## src/rtl/imem_loader_if.sv

```systemverilog
// Byte-stream input and instruction-memory write port of the loader.
interface imem_loader_if #(
  parameter int ADDR_W = 5
);
  logic              in_valid;
  logic [7:0]        in_data;
  logic              in_ready;
  logic              mem_we;
  logic [ADDR_W-1:0] mem_addr;
  logic [31:0]       mem_wdata;

  // Loader side: consumes the byte stream, drives the memory write port.
  modport slave (
    input  in_valid, in_data,
    output in_ready, mem_we, mem_addr, mem_wdata
  );

  // Host side: drives the byte stream, observes the memory write port.
  modport master (
    output in_valid, in_data,
    input  in_ready, mem_we, mem_addr, mem_wdata
  );
endinterface

```

## src/rtl/imem_loader.sv

```systemverilog
// Instruction-memory loader: unpacks a framed byte stream (HDR, LEN, 4*N data
// bytes MSB first, XOR checksum) into 32-bit words written from address 0,
// and keeps the core held in reset until a frame completes with a good checksum.
module imem_loader #(
  parameter int          ADDR_W = 5,
  parameter int          DEPTH  = 32,
  parameter logic [7:0]  HDR    = 8'hA5
) (
  input  logic              clock,
  input  logic              reset,
  input  logic              start,
  imem_loader_if.slave      bus,
  output logic              core_hold,
  output logic              busy,
  output logic              done,
  output logic              error,
  output logic [ADDR_W:0]   word_count
);

  typedef enum logic [2:0] {
    S_IDLE, S_HDR, S_LEN, S_DATA, S_WRITE, S_CHK, S_DONE, S_ERR
  } state_t;

  state_t          state_q, state_d;
  logic [31:0]     word_q, word_d;
  logic [1:0]      bcnt_q, bcnt_d;
  logic [7:0]      acc_q, acc_d;
  logic [ADDR_W:0] len_q, len_d;
  logic [ADDR_W:0] wc_q, wc_d;
  logic            in_ready;
  logic            xfer;

  // Accepting states take a byte whenever one is offered; WRITE is the bubble.
  assign in_ready = (state_q == S_HDR) || (state_q == S_LEN) ||
                    (state_q == S_DATA) || (state_q == S_CHK);
  assign xfer     = bus.in_valid & in_ready;

  assign bus.in_ready  = in_ready;
  assign bus.mem_we    = (state_q == S_WRITE);
  assign bus.mem_addr  = wc_q[ADDR_W-1:0];
  assign bus.mem_wdata = word_q;

  assign busy       = in_ready || (state_q == S_WRITE);
  assign done       = (state_q == S_DONE);
  assign error      = (state_q == S_ERR);
  assign core_hold  = (state_q != S_DONE);
  assign word_count = wc_q;

  // State and datapath registers; reset discards any partial word.
  always_ff @(posedge clock or negedge reset) begin
    if (!reset) begin
      state_q <= S_IDLE;
      word_q  <= '0;
      bcnt_q  <= '0;
      acc_q   <= '0;
      len_q   <= '0;
      wc_q    <= '0;
    end else begin
      state_q <= state_d;
      word_q  <= word_d;
      bcnt_q  <= bcnt_d;
      acc_q   <= acc_d;
      len_q   <= len_d;
      wc_q    <= wc_d;
    end
  end

  // Frame parser: next state and datapath updates.
  always_comb begin
    state_d = state_q;
    word_d  = word_q;
    bcnt_d  = bcnt_q;
    acc_d   = acc_q;
    len_d   = len_q;
    wc_d    = wc_q;
    case (state_q)
      S_IDLE, S_DONE, S_ERR: begin
        if (start) begin
          state_d = S_HDR;
          word_d  = '0;
          bcnt_d  = '0;
          acc_d   = '0;
          wc_d    = '0;
        end
      end
      S_HDR: begin
        if (xfer) state_d = (bus.in_data == HDR) ? S_LEN : S_ERR;
      end
      S_LEN: begin
        if (xfer) begin
          // Lengths beyond DEPTH would walk past the last address, so reject them.
          if (bus.in_data == 8'd0 || 32'(bus.in_data) > DEPTH) begin
            state_d = S_ERR;
          end else begin
            len_d   = bus.in_data[ADDR_W:0];
            state_d = S_DATA;
          end
        end
      end
      S_DATA: begin
        if (xfer) begin
          word_d = {word_q[23:0], bus.in_data};
          acc_d  = acc_q ^ bus.in_data;
          bcnt_d = bcnt_q + 2'd1;
          if (bcnt_q == 2'd3) state_d = S_WRITE;
        end
      end
      S_WRITE: begin
        wc_d    = wc_q + 1'b1;
        state_d = (wc_d == len_q) ? S_CHK : S_DATA;
      end
      S_CHK: begin
        if (xfer) state_d = (bus.in_data == acc_q) ? S_DONE : S_ERR;
      end
      default: state_d = S_IDLE;
    endcase
  end

endmodule

```

## src/flat_wrapper.sv

```systemverilog
// flat-port wrapper written by rule: the top's interface ports become plain ports
module imem_loader_flat 
#(
  parameter int          ADDR_W = 5,
  parameter int          DEPTH  = 32,
  parameter logic [7:0]  HDR    = 8'hA5
)
  (clock, reset, start, core_hold, busy, done, error, word_count, bus_in_valid, bus_in_data, bus_in_ready, bus_mem_we, bus_mem_addr, bus_mem_wdata);
  imem_loader_if #(.ADDR_W(ADDR_W)) bus_i ();
  input  logic clock;
  input  logic reset;
  input  logic start;
  output logic core_hold;
  output logic busy;
  output logic done;
  output logic error;
  output logic [ADDR_W:0] word_count;
  input wire logic [$bits(bus_i.in_valid)-1:0] bus_in_valid;
  input wire logic [$bits(bus_i.in_data)-1:0] bus_in_data;
  output wire logic [$bits(bus_i.in_ready)-1:0] bus_in_ready;
  output wire logic [$bits(bus_i.mem_we)-1:0] bus_mem_we;
  output wire logic [$bits(bus_i.mem_addr)-1:0] bus_mem_addr;
  output wire logic [$bits(bus_i.mem_wdata)-1:0] bus_mem_wdata;
  assign bus_i.in_valid = bus_in_valid;
  assign bus_i.in_data = bus_in_data;
  assign bus_in_ready = bus_i.in_ready;
  assign bus_mem_we = bus_i.mem_we;
  assign bus_mem_addr = bus_i.mem_addr;
  assign bus_mem_wdata = bus_i.mem_wdata;
  imem_loader #(.ADDR_W(ADDR_W), .DEPTH(DEPTH), .HDR(HDR)) u_core (.clock(clock), .reset(reset), .start(start), .bus(bus_i), .core_hold(core_hold), .busy(busy), .done(done), .error(error), .word_count(word_count));
endmodule
```

## config.mk

```make
export PLATFORM = sky130hd
export DESIGN_NAME = imem_loader_flat
export DESIGN_NICKNAME = d
export VERILOG_FILES = /design/src/rtl/imem_loader_if.sv /design/src/rtl/imem_loader.sv /design/src/flat_wrapper.sv
export SDC_FILE = /design/constraint.sdc
export NUM_CORES = 1
export LEC_CHECK = 0
export CAP_MARGIN = 25
export CORE_MARGIN = 4
export CORE_UTILIZATION = 35
export CTS_CLUSTER_DIAMETER = 30
export DETAILED_ROUTE_END_ITERATION = 16
export PLACE_DENSITY_LB_ADDON = 0.1
export SLEW_MARGIN = 20
export SYNTH_ARGS = -nofsm -noshare
export SYNTH_HDL_FRONTEND = slang
export SYNTH_SLANG_ARGS = --single-unit
```

## constraint.sdc

```tcl
create_clock -name clock -period 3.35 [get_ports clock]
set_clock_uncertainty 0.15 [all_clocks]
set_input_delay 0.5025 -clock clock [delete_from_list [all_inputs] [get_ports clock]]
set_output_delay 0.5025 -clock clock [all_outputs]
set_load 0.01 [all_outputs]
```

==> run summary, run 1 <==
Final Setup Violations = 0
total negative setup slack = 0 ns
Cell Area, Synth = 2690 sq um
Worst-Skew Late Latency = 0.33 ns
syn_nets = 272
Worst Path Arrival = 2.17 ns
clk sink count = 57
Std-Cell Rows = 31
Synth Register Bits = 57
Total GRT Usage = 15.3%
status = finished, final reports clean
cell taking the most area after synthesis = dfrtp_1
1st-pass router iterations = 4
Max IR drop VDD = 0.373 mV
RD Place Congestion = 0.782
sequential area share after synthesis = 53.0%
# Post-CTS Setup Buffers = 0
cells after synthesis = 258
antenna violations before repair = 0
P_leak = 1.61 nW
period utilization = 84.3%
Final min period = 2.82 ns
# H-tree levels = 3
Synth top area share = 53.0%
pin count of the biggest net entering global routing = 44
DIE AREA = 9160 sq um
Initial Utilization = 36.5%
clock root cell = clkbuf_8
Least-Margin Pin Slew = 0.556 ns
R2R setup slack = 1.12 ns
PD cells = 896 nW/um^2
mean post-synth cell area = 10.4 sq um
vias in the first global route = 2,147
hold_buf cts = 0
Die Span X = 95.7 um
drt initial violations = 92
Reg clk slew, reported paths = 0.07 ns
max-cap viol count = 0
critical path class = flop to output port
DR DRC count = 0
Setup crit start kind = flop
max-slew violations = 0
Die Ht = 95.7 um
total CTS buffers = 9
fmax = 0.354 GHz
top cells by area, synth = dfrtp_1 (53%), a22o_1 (8.8%), nand2_1 (4.7%)
CP required = 2.70 ns
Final Hold Viols = 0
RSZ-0062 raised after global routing = false
CP Max Fanout = 16
input/output buffers = 60
# diodes = 0
Vias per Instance = 5.17
first-pass GRT wire length = 10,800 um
warnings from Yosys = 0
worst r2r src = u_core.state_q[1]
worst hold slack = 0.0117 ns
grt total ovfl = 0
FF-to-FF path depth = 6
vias post-DR = 2,168
fill count = 696
# nets final = 329
Routed wire per std cell = 15.4 um
Longest Clk Path Bufs = 2
Rel. slew slack = 62.9%
Syn-to-layout area delta = 33.3%
Hold WC Path Type = input pin to asynchronous set/reset pin
Ports = 61
Core ar. = 7370 sq um
final wirelength = 6450 um
CTS tree = yes
Detailed Place HPWL = 4310 um
RR Endpoint = u_core.acc_q[0]
antenna-violating nets left = 0
PostCTS Resize Cnt = 0
CP Capture Type = output port
Synth cell types = 35
share of cells above drive strength 1 = 9.38%
[area by class of cell]
| type | instances | area (sq um) | area share, % |
|---|---|---|---|
| Sequential cell | 57 | 1430 | 39.7 |
| Timing Repair Buffer | 65 | 636 | 17.7 |
| Clock buffer | 11 | 141 | 3.94 |
| Tap cell | 99 | 124 | 3.45 |
| Inverter | 6 | 22.5 | 0.627 |
| Clock inverter | 5 | 78.8 | 2.20 |
| Multi-Input combinational cell | 176 | 1160 | 32.3 |
[placed cells by master (no fill, tap or decap), types with 2 or more instances in the layout]
cell / instances
nor2b_1: 4
nand2_1: 34
clkdlybuf4s50_1: 59
dfrtp_1: 57
xnor2_1: 11
nand4_1: 2
a21oi_1: 5
xor2_1: 6
o21ai_0: 25
or4_1: 2
inv_1: 6
and3_1: 3
buf_4: 6
o41ai_1: 2
mux2_4: 6
nand3_1: 6
clkinv_2: 2
nor2_1: 13
o22ai_1: 2
o21a_1: 2
bufinv_16: 2
nor3_1: 2
clkbuf_8: 10
ha_1: 2
a31oi_1: 2
o31ai_1: 3
a22o_1: 27
nand2b_1: 5
a211oi_1: 3
[synth_stat cells, drive strengths merged]
master / number
dfrtp: 57
nand2: 34
a22o: 27
o21ai: 25
clkbuf: 13
nor2: 13
xnor2: 11
buf: 6
inv: 6
mux2: 6
nand3: 6
xor2: 6
a21oi: 5
nand2b: 5
nor2b: 4
a211oi: 3
a31oi: 3
and3: 3
o31ai: 3
ha: 2
nand4: 2
nor3: 2
o21a: 2
o22ai: 2
o41ai: 2
or4: 2
a21boi: 1
and4: 1
and4b: 1
mux2i: 1
o32a: 1
or2: 1
or3: 1
or3b: 1
[metal layers]
layer  GRT usage, %  share of wire, %
met1           22.0                49
met2           21.9                45
met3           3.83               4.7
met4           6.16               1.5
met5              0                 0
[through the flow]
step	power, mW	utilization (%)	worst slack (ns)	cell area [sq um]	std cells
2_1_floorplan	1.91	-	1.04	2690	258
3_3_place_gp	2.51	45.7	0.451	3370	403
3_5_place_dp	2.53	45.7	0.408	3370	403
4_1_cts	3.26	48.7	0.524	3590	419
5_1_grt	3.46	48.7	0.377	3590	419
6_report	3.22	48.7	0.528	3590	419
[where the power goes]
part / internal [mW] / total (mW) / switching, mW
Sequential: 0.950 / 1.21 / 0.259
Clock: 0.438 / 0.713 / 0.275
Combinational: 0.702 / 1.29 / 0.591
[sequential cells by signal, summed over array words and instances (netlist names)]
register / flops
u_core.state_q: 3
u_core.word_count: 6
u_core.len_q: 6
u_core.bcnt_q: 2
u_core.bus.mem_wdata: 32
u_core.acc_q: 8
[kinds of logic after synthesis]
logic type | after synthesis | synth area share [%]
fa+ha+maj | 2 | 0.929
simple gates | 76 | 13.3
buf+inv | 25 | 4.46
flops | 57 | 53.0
compound gates | 74 | 19.1
mux | 7 | 3.72
xor+xnor | 17 | 5.53
[worst max-delay path, cell delays in order, from the launching register on]
cell and delay [ns]:
dfrtp_1 0.66, nor2b_1 0.24, nand2_1 0.21, inv_1 0.18
clkdlybuf4s50_1 0.55
[how the worst max path moves through the flow]
stage | end | cells past startpoint | start
after floorplan | u_core.len_q[0] | 6 | bus_in_data[1]
after global placement | u_core.len_q[3] | 6 | bus_in_data[3]
after detailed placement | u_core.len_q[2] | 6 | bus_in_data[3]
after CTS | bus_mem_we | 4 | u_core.state_q[2]
after global routing | bus_mem_we | 4 | u_core.state_q[2]
final | bus_mem_we | 4 | u_core.state_q[2]
Power figures use the tool's default switching activity.
==> run 2, diff against run 1 <==
Clock period 3.35 ns to 2.4 ns, I/O delays scaled along.
==> run 2 against run 1 <==
Effect of this change: clock-buffer cell count decreased by 1; combinational power is 53% higher; clock power grew 26%; cell count rose by 3.6%; via count rose by 2.4%; global-route usage increased by 0.43 points; die area unchanged; hold slack better by 0.34 ns; sequential power grew 35%.
==> run summary, run 2 (synthesized netlist as in run 1, its figures left out) <==
CTS tree = yes
Hold Path End = u_core.bus.mem_wdata[26]
FF-to-FF path depth = 6 (unchanged)
worst r2r src = u_core.state_q[0]
# H-tree levels = 3 (unchanged)
Max IR drop VDD = 0.466 mV (+25%)
hold_sp = u_core.bus.mem_wdata[26]
Max stage delay on crit path = 0.46 ns (-0.20 ns)
Reg clk slew, reported paths = 0.07 ns (about the same)
final wirelength = 6650 um (+3.2%)
Detailed Place HPWL = 4630 um (+7.4%)
fin worst setup slack = 0.0244 ns (-0.503 ns)
# diodes = 0 (unchanged)
most frequent cells in the layout = clkdlybuf4s50_1 (58), dfrtp_1 (57), nand2_1 (34)
RR Endpoint = u_core.bus.mem_wdata[27]
Die Span X = 95.7 um (unchanged)
1st-pass router iterations = 4 (unchanged)
total CTS buffers = 9 (unchanged)
antenna violations before repair = 0 (unchanged)
P_leak = 1.69 nW (+5.0%)
dpl cell area = 3490 sq um (+3.7%)
Hold Crit Depth = 1
RD Place Congestion = 0.813 (+4.0%)
total power = 4.50 mW (+40%)
CP Capture Type = flop
Core ar. = 7370 sq um (unchanged)
Final min period = 2.38 ns
clk sink count = 57 (unchanged)
Longest Clk Path Bufs = 2 (unchanged)
status = finished, final reports clean
Bufs and invs on worst path = 1 (-1)
# nets final = 345 (+4.9%)
DR DRC count = 0 (unchanged)
drt initial violations = 54 (-41%)
Final Hold Viols = 0 (unchanged)
pre-CTS setup slack = -0.342 ns (-0.750 ns)
max reg flops = 32 (unchanged)
critical path class = input pin to flop
clock root cell = clkbuf_8
Initial Utilization = 36.5% (unchanged)
input/output buffers = 60 (unchanged)
Ports = 61 (unchanged)
Hold WC Path Type = flop to flop
fmax = 0.421 GHz
CP max stage cell = clkdlybuf4s50_1
Vias per Instance = 5.12 (-1.1%)
Setup crit start kind = input pin
Total GRT Usage = 15.7% (+0.43 points)
first-pass GRT wire length = 11,000 um (+2.4%)
DIE AREA = 9160 sq um (unchanged)
commonest non-fill, non-tap cell in the layout = clkdlybuf4s50_1
Syn-to-layout area delta = 37.4%
CP required = 2.46 ns (-0.24 ns)
antenna-violating nets left = 0 (unchanged)
Final Setup Violations = 0 (unchanged)
period utilization = 99.0%
worst hold slack = 0.352 ns (+0.340 ns)
fin area = 3700 sq um (+3.1%)
RSZ-0062 raised after global routing = false
vias in the first global route = 2,135 (-0.56%)
crit path cell chain = clkdlybuf4s50_1, or3_1, or4_1, and3_1, and3_2, mux2_4
share of cells above drive strength 1 = 13.7% (+4.4 points)
Worst-Skew Late Latency = 0.33 ns (about the same)
Die Ht = 95.7 um (unchanged)
R2R setup slack = 0.32 ns (-0.80 ns)
Worst Path Arrival = 2.43 ns (+0.26 ns)
PD cells = 1220 nW/um^2 (+36%)
Std-Cell Rows = 31 (unchanged)
grt total ovfl = 0 (unchanged)
# Post-CTS Setup Buffers = 0 (unchanged)
critical path depth = 6 (+2)
CP top delay family = simple AND/OR/NAND/NOR gates
CP Max Fanout = 6 (-10)
Least-Margin Pin Slew = 0.813 ns (+0.256 ns)
vias post-DR = 2,220 (+2.4%)
Rel. slew slack = 45.8% (-17 points)
max-slew violations = 0 (unchanged)
pin count of the biggest net entering global routing = 34 (-23%)
Routed wire per std cell = 15.3 um (-0.39%)
max-cap viol count = 0 (unchanged)
## run 2: worst max path at each step
stage              startpoint         endpoint  slack, ns
6_report       bus_in_data[1]  u_core.len_q[2]       0.02
5_1_grt        bus_in_data[1]  u_core.len_q[3]       0.01
4_1_cts        bus_in_data[1]  u_core.len_q[2]      0.009
3_5_place_dp   bus_in_data[1]  u_core.len_q[1]      -0.34
3_3_place_gp   bus_in_data[1]  u_core.len_q[4]      -0.31
2_1_floorplan  bus_in_data[1]  u_core.len_q[0]       0.23
## run 2: where the power goes
part | internal, mW | switching, mW
combinational | 1.06 | 0.910
sequential | 1.33 | 0.306
clock | 0.500 | 0.399
total | 2.88 | 1.61
## run 2: area by class of cell
type	instances	area, sq um
Sequential cell	57	1430
Clock buffer	10	138
Multi-Input combinational cell	176	1160
Inverter	6	22.5
Clock inverter	5	56.3
Fill cell	689	3670
Tap cell	99	124
Timing Repair Buffer	81	771
## run 2: repair_timing
item	in CTS	in global routing
resized for setup	0	3
endpoints found under the setup margin	0	8
endpoints found under the hold margin	21	0
hold buffers	1	0
## run 2: worst reg2reg max path: cells and delay by family, from the launching register on
family,cells,cell delay [ns]
AO/OA/AOI/OAI,3,0.88
buffers and inverters,2,0.48
flip-flops,1,0.43
AND/OR/NAND/NOR,1,0.08
## run 2: layer usage
metal	share of wire (%)	vias to the layer above	GRT usage, %
met5	0	-	0
met4	1.1	0	6.40
met3	4.2	6	3.67
met2	44	54	21.5
met1	51	1097	23.7
li1	-	1063	-
## run 2: stage by stage
| stage | std cells | util, % | setup TNS (ns) |
|---|---|---|---|
| 5_1_grt | 434 | 50.2 | 0 |
| 4_1_cts | 434 | 50.2 | 0 |
| 6_report | 434 | 50.2 | 0 |
| 3_5_place_dp | 418 | 47.4 | -2.81 |
| 3_3_place_gp | 418 | 47.4 | -2.66 |
| 2_1_floorplan | 258 | - | 0 |
